--- config.mk ---
export PLATFORM = sky130hd
export DESIGN_NAME = demux_router
export DESIGN_NICKNAME = d
export VERILOG_FILES = /design/src/rtl/demux_router.sv
export SDC_FILE = /design/constraint.sdc
export NUM_CORES = 1
export LEC_CHECK = 0
export CAP_MARGIN = 20
export CORE_ASPECT_RATIO = 1.2
export CORE_MARGIN = 2
export CORE_UTILIZATION = 40
export DETAILED_ROUTE_END_ITERATION = 8
export PLACE_DENSITY = 0.78
export SETUP_SLACK_MARGIN = 0.5
export SLEW_MARGIN = 20
export SYNTH_ARGS = -nofsm -noshare
export SYNTH_HDL_FRONTEND = slang
export SYNTH_SLANG_ARGS = --single-unit
--- constraint.sdc ---
create_clock -name clk -period 3.13 [get_ports clk]
set_clock_uncertainty 0.15 [all_clocks]
set_input_delay 0.4695 -clock clk [delete_from_list [all_inputs] [get_ports clk]]
set_output_delay 0.4695 -clock clk [all_outputs]
set_load 0.1 [all_outputs]
--- src/rtl/demux_router.sv ---
// demux_router: routes one upstream word per cycle into one of NCH registered output slots.
// Optional transfer counter is compiled in with DEMUX_ROUTER_CNT_EN.
module demux_router #(
  parameter int unsigned DW   = 8,
  parameter int unsigned NCH  = 4,
  parameter int unsigned SELW = 2
) (
  input  logic              clk,
  input  logic              rst_n,
  input  logic              in_valid,
  input  logic [DW-1:0]     in_data,
  input  logic [SELW-1:0]   in_sel,
  output logic              in_ready,
  output logic [NCH-1:0]    out_valid,
  output logic [NCH*DW-1:0] out_data,
  input  logic [NCH-1:0]    out_ready,
  output logic              sel_err,
  output logic [15:0]       xfer_cnt
);

  // One extra bit so NCH == 2**SELW is representable.
  localparam logic [SELW:0] NchLim = (SELW + 1)'(NCH);

  logic [NCH-1:0]         valid_q, valid_d;
  logic [NCH-1:0][DW-1:0] data_q, data_d;
  logic                   sel_err_q, sel_err_d;
  logic [NCH-1:0]         load_vec;
  logic                   sel_legal;
  logic                   slot_free;
  logic                   accept;

  assign sel_legal = ({1'b0, in_sel} < NchLim);

  always_comb begin
    slot_free = 1'b0;
    for (int unsigned k = 0; k < NCH; k++) begin
      if (in_sel == SELW'(k)) begin
        slot_free = !valid_q[k] || out_ready[k];
      end
    end
  end

  // Illegal selects are always accepted so they can be dropped without stalling.
  assign in_ready = rst_n && (!sel_legal || slot_free);
  assign accept   = in_valid && in_ready;

  always_comb begin
    load_vec = '0;
    for (int unsigned k = 0; k < NCH; k++) begin
      load_vec[k] = accept && sel_legal && (in_sel == SELW'(k));
    end
  end

  always_comb begin
    valid_d = valid_q;
    data_d  = data_q;
    for (int unsigned k = 0; k < NCH; k++) begin
      if (load_vec[k]) begin
        valid_d[k] = 1'b1;
        data_d[k]  = in_data;
      end else if (valid_q[k] && out_ready[k]) begin
        valid_d[k] = 1'b0;
      end
    end
    sel_err_d = accept && !sel_legal;
  end

  always_ff @(posedge clk) begin
    if (!rst_n) begin
      valid_q   <= '0;
      data_q    <= '0;
      sel_err_q <= 1'b0;
    end else begin
      valid_q   <= valid_d;
      data_q    <= data_d;
      sel_err_q <= sel_err_d;
    end
  end

  assign out_valid = valid_q;
  assign out_data  = data_q;
  assign sel_err   = sel_err_q;

`ifdef DEMUX_ROUTER_CNT_EN
  logic [15:0] cnt_q, cnt_d;

  always_comb begin
    cnt_d = cnt_q;
    if (accept && sel_legal && (cnt_q != 16'hFFFF)) begin
      cnt_d = cnt_q + 16'd1;
    end
  end

  always_ff @(posedge clk) begin
    if (!rst_n) begin
      cnt_q <= 16'h0000;
    end else begin
      cnt_q <= cnt_d;
    end
  end

  assign xfer_cnt = cnt_q;
`else
  assign xfer_cnt = 16'h0000;
`endif

endmodule

======== Yosys cells after proc, flatten, opt, wreduce, memory -nomap -nowiden ========
Index checks and enable logic that the tools add are counted.
word-level totals
  logic and storage cells ................. 46
  bits in registers ....................... 36
  output and inout port bits .............. 54
  input bits .............................. 17
operators by class
  equal/unequal tests ..................... 3
  mux-type cells .......................... 12
  reduce and logical (&&, ||, !) cells .... 23
operators by type and width
  cell                  count
  $mux W1               12
  $logic_and A1 B1 Y1   10
  $reduce_bool A2 Y1    4
  $eq A2 B2 Y1 const B  2
  $logic_not A1 Y1      4
  $logic_or A1 B1 Y1    4
  $eq A2 B1 Y1 const B  1
  $logic_not A2 Y1      1

======== Depth between registers and ports, before layout ========
Gate-level depths: netlist (run 1).
  word-level depth ........................ 10
  mapped depth ............................ 5
  mapped depth without buffers ............ 3

======== Worst setup path before layout (run 1) ========
OpenSTA, ideal clock, no wires.
  path kind ............................... flip-flop to output port
  start point ............................. register valid_q[3] (netlist: out_valid[3])
  end point ............................... output port in_ready
  path slack .............................. 0.428 ns
  buffers on the path ..................... 0
  stages on the path, launching flop included .. 4
  arrival ................................. 2.082 ns
  required time ........................... 2.510 ns
  cell sequence ........................... dfxtp_1 > nand2b_1 > mux4_2 > and2_1
between the ends
  longest elaborated chain between the ends .. 4
RTL lines
  element                 line  RTL
  start, declared         24    logic [NCH-1:0] valid_q, valid_d;
  start signal, assigned  74    valid_q <= valid_d;
  $logic_not A1 Y1        38    slot_free = !valid_q[k] || out_ready[k];
  $logic_or A1 B1 Y1      38
  $mux W1                 37    if (in_sel == SELW'(k)) begin
  $logic_and A1 B1 Y1     44    assign in_ready = rst_n && (!sel_legal || slot_free);
  end, declared           13    output logic in_ready,
Every way passes these cells.

======== Final worst setup path (run 1) ========
  start point ............................. input port in_sel[1]
  end point ............................... output port in_ready
between the ends
  longest elaborated chain between the ends .. 6
  elaborated cells between the ends (all ways) .. 9
  classes of those cells .................. eq/ne: 3; mux: 4; reduce/logical: 2
RTL lines
  element                  line  RTL
  start, declared          12    input logic [SELW-1:0] in_sel,
  $logic_not A2 Y1         37
  $mux W1 (3 in series)    37
  $mux W1 (*)              37
  $logic_and A1 B1 Y1 (*)  44
Every way passes the cells marked *; elsewhere a longest branch is shown, timed or not.

==> impl_results.md, run 1 <==
- Status: finished clean
- Setup Buffers After CTS: 0
- 1st-pass router iterations: 3
- Register bit total from synthesis: 36
- Clock sink count: 36
- Global Route Usage Sum: 0.1511
- Crit path kind: in2out
- Startpoint types: primary input
- # setup viols final: 0
- Final worst-path cycle share: 0.8219
- Clock buffer depth: 2
- Synthesis warning total: 0
- Worst skew pair latency: 0.28 ns
- Area growth syn-to-layout: 33.55%
- Share of the synthesized area in the top cell type: 0.4737
- Input/output buffers: 53
- Min Tclk post-route: 2.573 ns
- DR DRC count: 0
- Syn_area_per_cell: 9.944 sq um
- Hold Slack: 0.3082 ns
- Critical R2R Launch: out_valid[3]$_SDFFE_PN0P_
- Worst VDD drop: 0.3229 mV
- Detailed-route via count: 1134
- Routed Wire Length: 3088 microns
- GRT overflow: 0
- Initial DRC count: 55
- Worst Hold Launch: out_data[7]$_SDFFE_PN0P_
- Hold crit path type: reg2reg
- Max_slew headroom: 0.5888
- HPWL after detailed placement: 2240 microns
- Synthesized area: 0.001521 sq mm
- Hold Path Stages: 2
- Hold Crit Endpoint: out_data[7]$_SDFFE_PN0P_
- GPL Wtd Cong: 0.6971
- Crit end category: output port
- Synth Area in Simple Gates: 0.1571
- Leak: 0.9541 nW
- Data arrival time at the worst-slack endpoint: 1.95 ns
- RSZ-0062 raised after global routing: no
- Critical Path RT: 2.51 ns
- Post-DR vias/cell: 4.378
- R2R cell count: 3
- N_diodes: 0
- FP Rows: 24
- Sequential share of the synthesized area: 0.4737
- Vias in the first global route: 1020
- Mux contribution to synthesized area: 0.2253
- Synth unique cells: 20
- Clock-pin transition on the worst setup and hold timing paths: 0.07 ns
- Die ar.: 0.004315 sq mm
- Clock Tree Root: clkbuf_8
- DR WL/cell: 11.92 microns
- Total Power: 1.057 mW
- Max FO, Critical Path: 5
- Die X: 60.30 microns
- Synth area leader: dfxtp_1
- Max_cap viols: 0
- Pins Over Slew Limit: 0
- Worst slew pin tran: 0.6151 ns
- Share of cells above drive strength 1: 0.2464
- Fmax: 388.7 MHz
- First-pass GRT wire length: 4802 microns
- Filler cells: 356
- CTS resizes: 0
- Hold-fix buffers at CTS: 0
- Largest net degree at the start of global routing: 38
- Xor/xnor share of the synthesized area: 0
- CTS tree: done
- Initial core utilization: 0.4187
- Nets: 223
- Commonest non-fill, non-tap cells in the layout: nand2_1, buf_4, dfxtp_1, mux2i_1, conb_1
- Die height: 71.56 microns
- Area share of fa/ha/maj cells after synthesis: 0
- Crit. Startpoint: in_sel[1]
- Largest family of logic cells by synthesized area: multiplexers
- Most common cell after layout, fill and taps aside: nand2_1
- PwrDens: 520.3 mW/mm^2
- Synth Area in Compound Gates: 0.01974
- Num CTS Buffers: 5
- Cells after Synth: 153
- Post-DRT Antenna Nets: 0
- Io pins: 71
- Final Hold Fails: 0
- Synth top area cells: dfxtp_1, mux2i_1, nand2_1
- Setup slack, reg-to-reg: 1.66 ns
- R2R Path End: out_data[30]$_SDFFE_PN0P_
- Core footprint: 0.003633 sq mm
- H-tree depth: 2
- Initial antenna violation count: 0
- Final setup TNS: 0 ns
- Util after Layout: 0.5592
-- worst max path at each step --
stage	end	slack [ns]
after floorplan	in_ready	0.52
after global placement	in_ready	0.58
after detailed placement	in_ready	0.56
after CTS	in_ready	0.55
after global routing	in_ready	0.52
final	in_ready	0.56
-- final cells by class --
cell class	count	area [sq um]	area share
clock buffer	8	90.09	0.04433
timing repair buffer	56	473.0	0.2328
tap	52	65.06	0.03202
multi-input combinational	107	680.7	0.3350
sequential	36	723.2	0.3559
-- power breakdown --
part / leakage (nW) / internal (mW) / switching, mW
logic: 0.616 / 0.0484 / 0.201
registers: 0.292 / 0.468 / 0.00518
clock network: 0.0455 / 0.179 / 0.154
-- kinds of logic after synthesis --
kind of cell	count (synthesis)
buf+inv	26
other cells	1
compound gates	4
simple gates	53
mux	33
flops	36
-- synth_stat cells (all sizes together) --
cell,n
a21boi,2
and2,1
clkbuf,4
nand3,2
dfxtp,36
mux4,1
buf,22
and3,1
nand2,40
o21a,2
and3b,1
conb,1
nor3b,2
mux2i,32
nand2b,4
nor2b,2
-- worst max-delay path: stages --
cell and delay [ns]:
clkdlybuf4s50_1 0.60, mux4_2 0.52, and2_1 0.20, buf_12 0.17
-- per-stage QoR --
step | std cells | worst slack [ns] | instance area, sq um
detailed placement | 251 | 0.5554 | 1942
finish | 259 | 0.5573 | 2032
floorplan | 169 | 0.5231 | 1584
global placement | 251 | 0.5785 | 1942
global route | 259 | 0.5239 | 2032
CTS | 259 | 0.5500 | 2032
-- sequential cells by signal, summed over array words and instances (netlist names) --
signal and count:
out_data 32, out_valid 4
-- per-layer routing --
| metal | track usage | up-vias | part of all wire |
|---|---|---|---|
| met3 | 0.04874 | 7 | 0.088 |
| met4 | 0.06667 | 0 | 0.017 |
| li1 | - | 571 | - |
| met2 | 0.2403 | 51 | 0.48 |
| met1 | 0.1838 | 505 | 0.41 |
| met5 | 0 | - | 0 |
No activity file was read; power rests on OpenSTA's default activity.
==> run 2, diff against run 1 <==
==> constraint.sdc (replaced) <==
create_clock -name clk -period 2.56 [get_ports clk]
set_clock_uncertainty 0.15 [all_clocks]
set_input_delay 0.384 -clock clk [delete_from_list [all_inputs] [get_ports clk]]
set_output_delay 0.384 -clock clk [all_outputs]
set_load 0.1 [all_outputs]
==> run 2 against run 1 <==
  * Register-to-register slack worse by 0.60 ns
  * Core utilization grew 2.3 points
  * Global-route usage rose by 1.6 points
  * Via count grew 4.4%
  * Sequential cell count did not move
  * Sequential share of layout area fell by 0.82 points
  * Worst hold slack hardly changed
  * Non-clock buffer count increased by 4
  * Critical path type is now reg2out
  * Largest cell class unchanged
==> impl_results.md, run 2 (same netlist as run 1, synthesis figures left out) <==
- Status: finished clean
- Share of cells above drive strength 1: 0.2986 (+0.05220)
- Die height: 71.56 microns (unchanged)
- H-tree depth: 2 (unchanged)
- Commonest non-fill, non-tap cells in the layout: buf_4, nand2_1, mux2i_1, dfxtp_1, conb_1
- Initial core utilization: 0.4187 (unchanged)
- Data arrival time at the worst-slack endpoint: 1.49 ns (-0.46 ns)
- Max reg flops: 32 (unchanged)
- Worst slew pin tran: 0.6066 ns (-0.008459 ns)
- DR DRC count: 0 (unchanged)
- Initial DRC count: 32 (-42%)
- DP Worst Slack: 0.2077 ns (-0.3477 ns)
- Vias in the first global route: 1064 (+4.3%)
- Clock Tree Root: clkbuf_8
- Io pins: 71 (unchanged)
- Most common cell after layout, fill and taps aside: buf_4
- Num CTS Buffers: 5 (unchanged)
- FF/Latch Area: 735.7 sq um (+1.7%)
- HPWL after detailed placement: 2283 microns (+1.9%)
- Crit path kind: reg2out
- Final worst-path cycle share: 0.7907
- Clock buffer depth: 2 (unchanged)
- Hold crit path type: reg2reg
- R2R cell count: 4 (+1)
- First-pass GRT wire length: 5250 microns (+9.3%)
- Crit. Startpoint: out_valid[3]$_SDFFE_PN0P_
- RSZ-0062 raised after global routing: no
- Largest net degree at the start of global routing: 36 (-5.3%)
- Min Tclk post-route: 2.024 ns
- Fin cells: 263 (+1.5%)
- N_diodes: 0 (unchanged)
- Final worst setup slack: 0.5359 ns (-0.02140 ns)
- Max_slew headroom: 0.5944 (+0.005656)
- Die ar.: 0.004315 sq mm (unchanged)
- Total Power: 1.338 mW (+27%)
- Fmax: 494.1 MHz
- PwrDens: 632.3 mW/mm^2 (+22%)
- Initial antenna violation count: 0 (unchanged)
- 1st-pass router iterations: 4 (+1)
- DP Cell Count: 253 (+0.80%)
- Max_cap viols: 0 (unchanged)
- Global Route Usage Sum: 0.1671 (+0.01600)
- # setup viols final: 0 (unchanged)
- Worst VDD drop: 0.4153 mV (+29%)
- CP endpoint: in_ready
- Max FO, Critical Path: 2 (-3)
- Pins Over Slew Limit: 0 (unchanged)
- Post-DRT Antenna Nets: 0 (unchanged)
- Startpoint types: flip-flop
- Hold-fix buffers at CTS: 0 (unchanged)
- Filler cells: 343 (-3.7%)
- Routed Wire Length: 3264 microns (+5.7%)
- CTS tree: done
- Leak: 1.007 nW (+5.5%)
- Area growth syn-to-layout: 39.06%
- GRT overflow: 0 (unchanged)
- Hold Slack: 0.3078 ns (-0.0004650 ns)
- Core footprint: 0.003633 sq mm (unchanged)
- Final Hold Fails: 0 (unchanged)
- Input/output buffers: 53 (unchanged)
- Post-DR vias/cell: 4.502 (+2.8%)
- DR WL/cell: 12.41 microns (+4.1%)
- Clock-pin transition on the worst setup and hold timing paths: 0.07 ns (about the same)
- R2R Path End: out_data[27]$_SDFFE_PN0P_
- Clock sink count: 36 (unchanged)
- Die X: 60.30 microns (unchanged)
- Footprint of the multi-input gates: 710.7 sq um (+4.4%)
- Final setup TNS: 0 ns (unchanged)
- Crit end category: output port
- Critical Path RT: 2.03 ns (-0.48 ns)
- FP Rows: 24 (unchanged)
- Detailed-route via count: 1184 (+4.4%)
- Nets: 227 (+1.8%)
- Worst skew pair latency: 0.29 ns (about the same)
- Setup slack, reg-to-reg: 1.06 ns (-0.60 ns)
- Critical R2R Launch: out_valid[3]$_SDFFE_PN0P_
- GPL Wtd Cong: 0.7618 (+9.3%)
run 2: worst min path at each step:
stage / start / endpoint / slack, ns / cells past startpoint
finish: out_data[9]$_SDFFE_PN0P_ / out_data[9]$_SDFFE_PN0P_ / 0.31 / 2
global route: out_data[13]$_SDFFE_PN0P_ / out_data[13]$_SDFFE_PN0P_ / 0.33 / 2
CTS: out_data[9]$_SDFFE_PN0P_ / out_data[9]$_SDFFE_PN0P_ / 0.31 / 2
detailed placement: out_data[10]$_SDFFE_PN0P_ / out_data[10]$_SDFFE_PN0P_ / 0.30 / 2
global placement: out_data[9]$_SDFFE_PN0P_ / out_data[9]$_SDFFE_PN0P_ / 0.29 / 2
floorplan: in_data[0] / out_data[24]$_SDFFE_PN0P_ / 0.44 / 2
run 2: repair_timing:
action | CTS | global route
hold endpoints to repair | 0 | 0
pin swaps | 1 | 0
resized for setup | 11 | 3
buffers inserted | 1 | 1
endpoints found under the setup margin | 1 | 4
run 2: stage by stage:
stage,area (sq um),utilization
floorplan,1598,-
global placement,1971,0.5424
detailed placement,1971,0.5424
CTS,2101,0.5782
global route,2116,0.5823
finish,2116,0.5823
run 2: layer usage:
layer  GRT usage  routed length, microns  vias up
li1            -                       -      584
met1      0.1940                    1263      533
met2      0.2585                    1591       62
met3     0.08484                     372        5
met4     0.06667                      37        0
met5           0                       0        -
run 2: final cells by class:
type,count,area share
Tap cell,52,0.03075
Multi-Input combinational cell,107,0.3359
Clock buffer,7,0.04613
Sequential cell,36,0.3477
Timing Repair Buffer,60,0.2371
Clock inverter,1,0.002365
run 2: report_power, final:
group          leakage [nW]  switching (mW)  internal [mW]
Sequential            0.294         0.00702          0.569
Combinational         0.659           0.248         0.0626
Clock                0.0534           0.201          0.250
run 2: critical path: stages, from the launching register on:
cell	delay, ns
dfxtp_4	0.36
nand2b_4	0.06
mux4_2	0.46
and2_4	0.16
buf_12	0.16
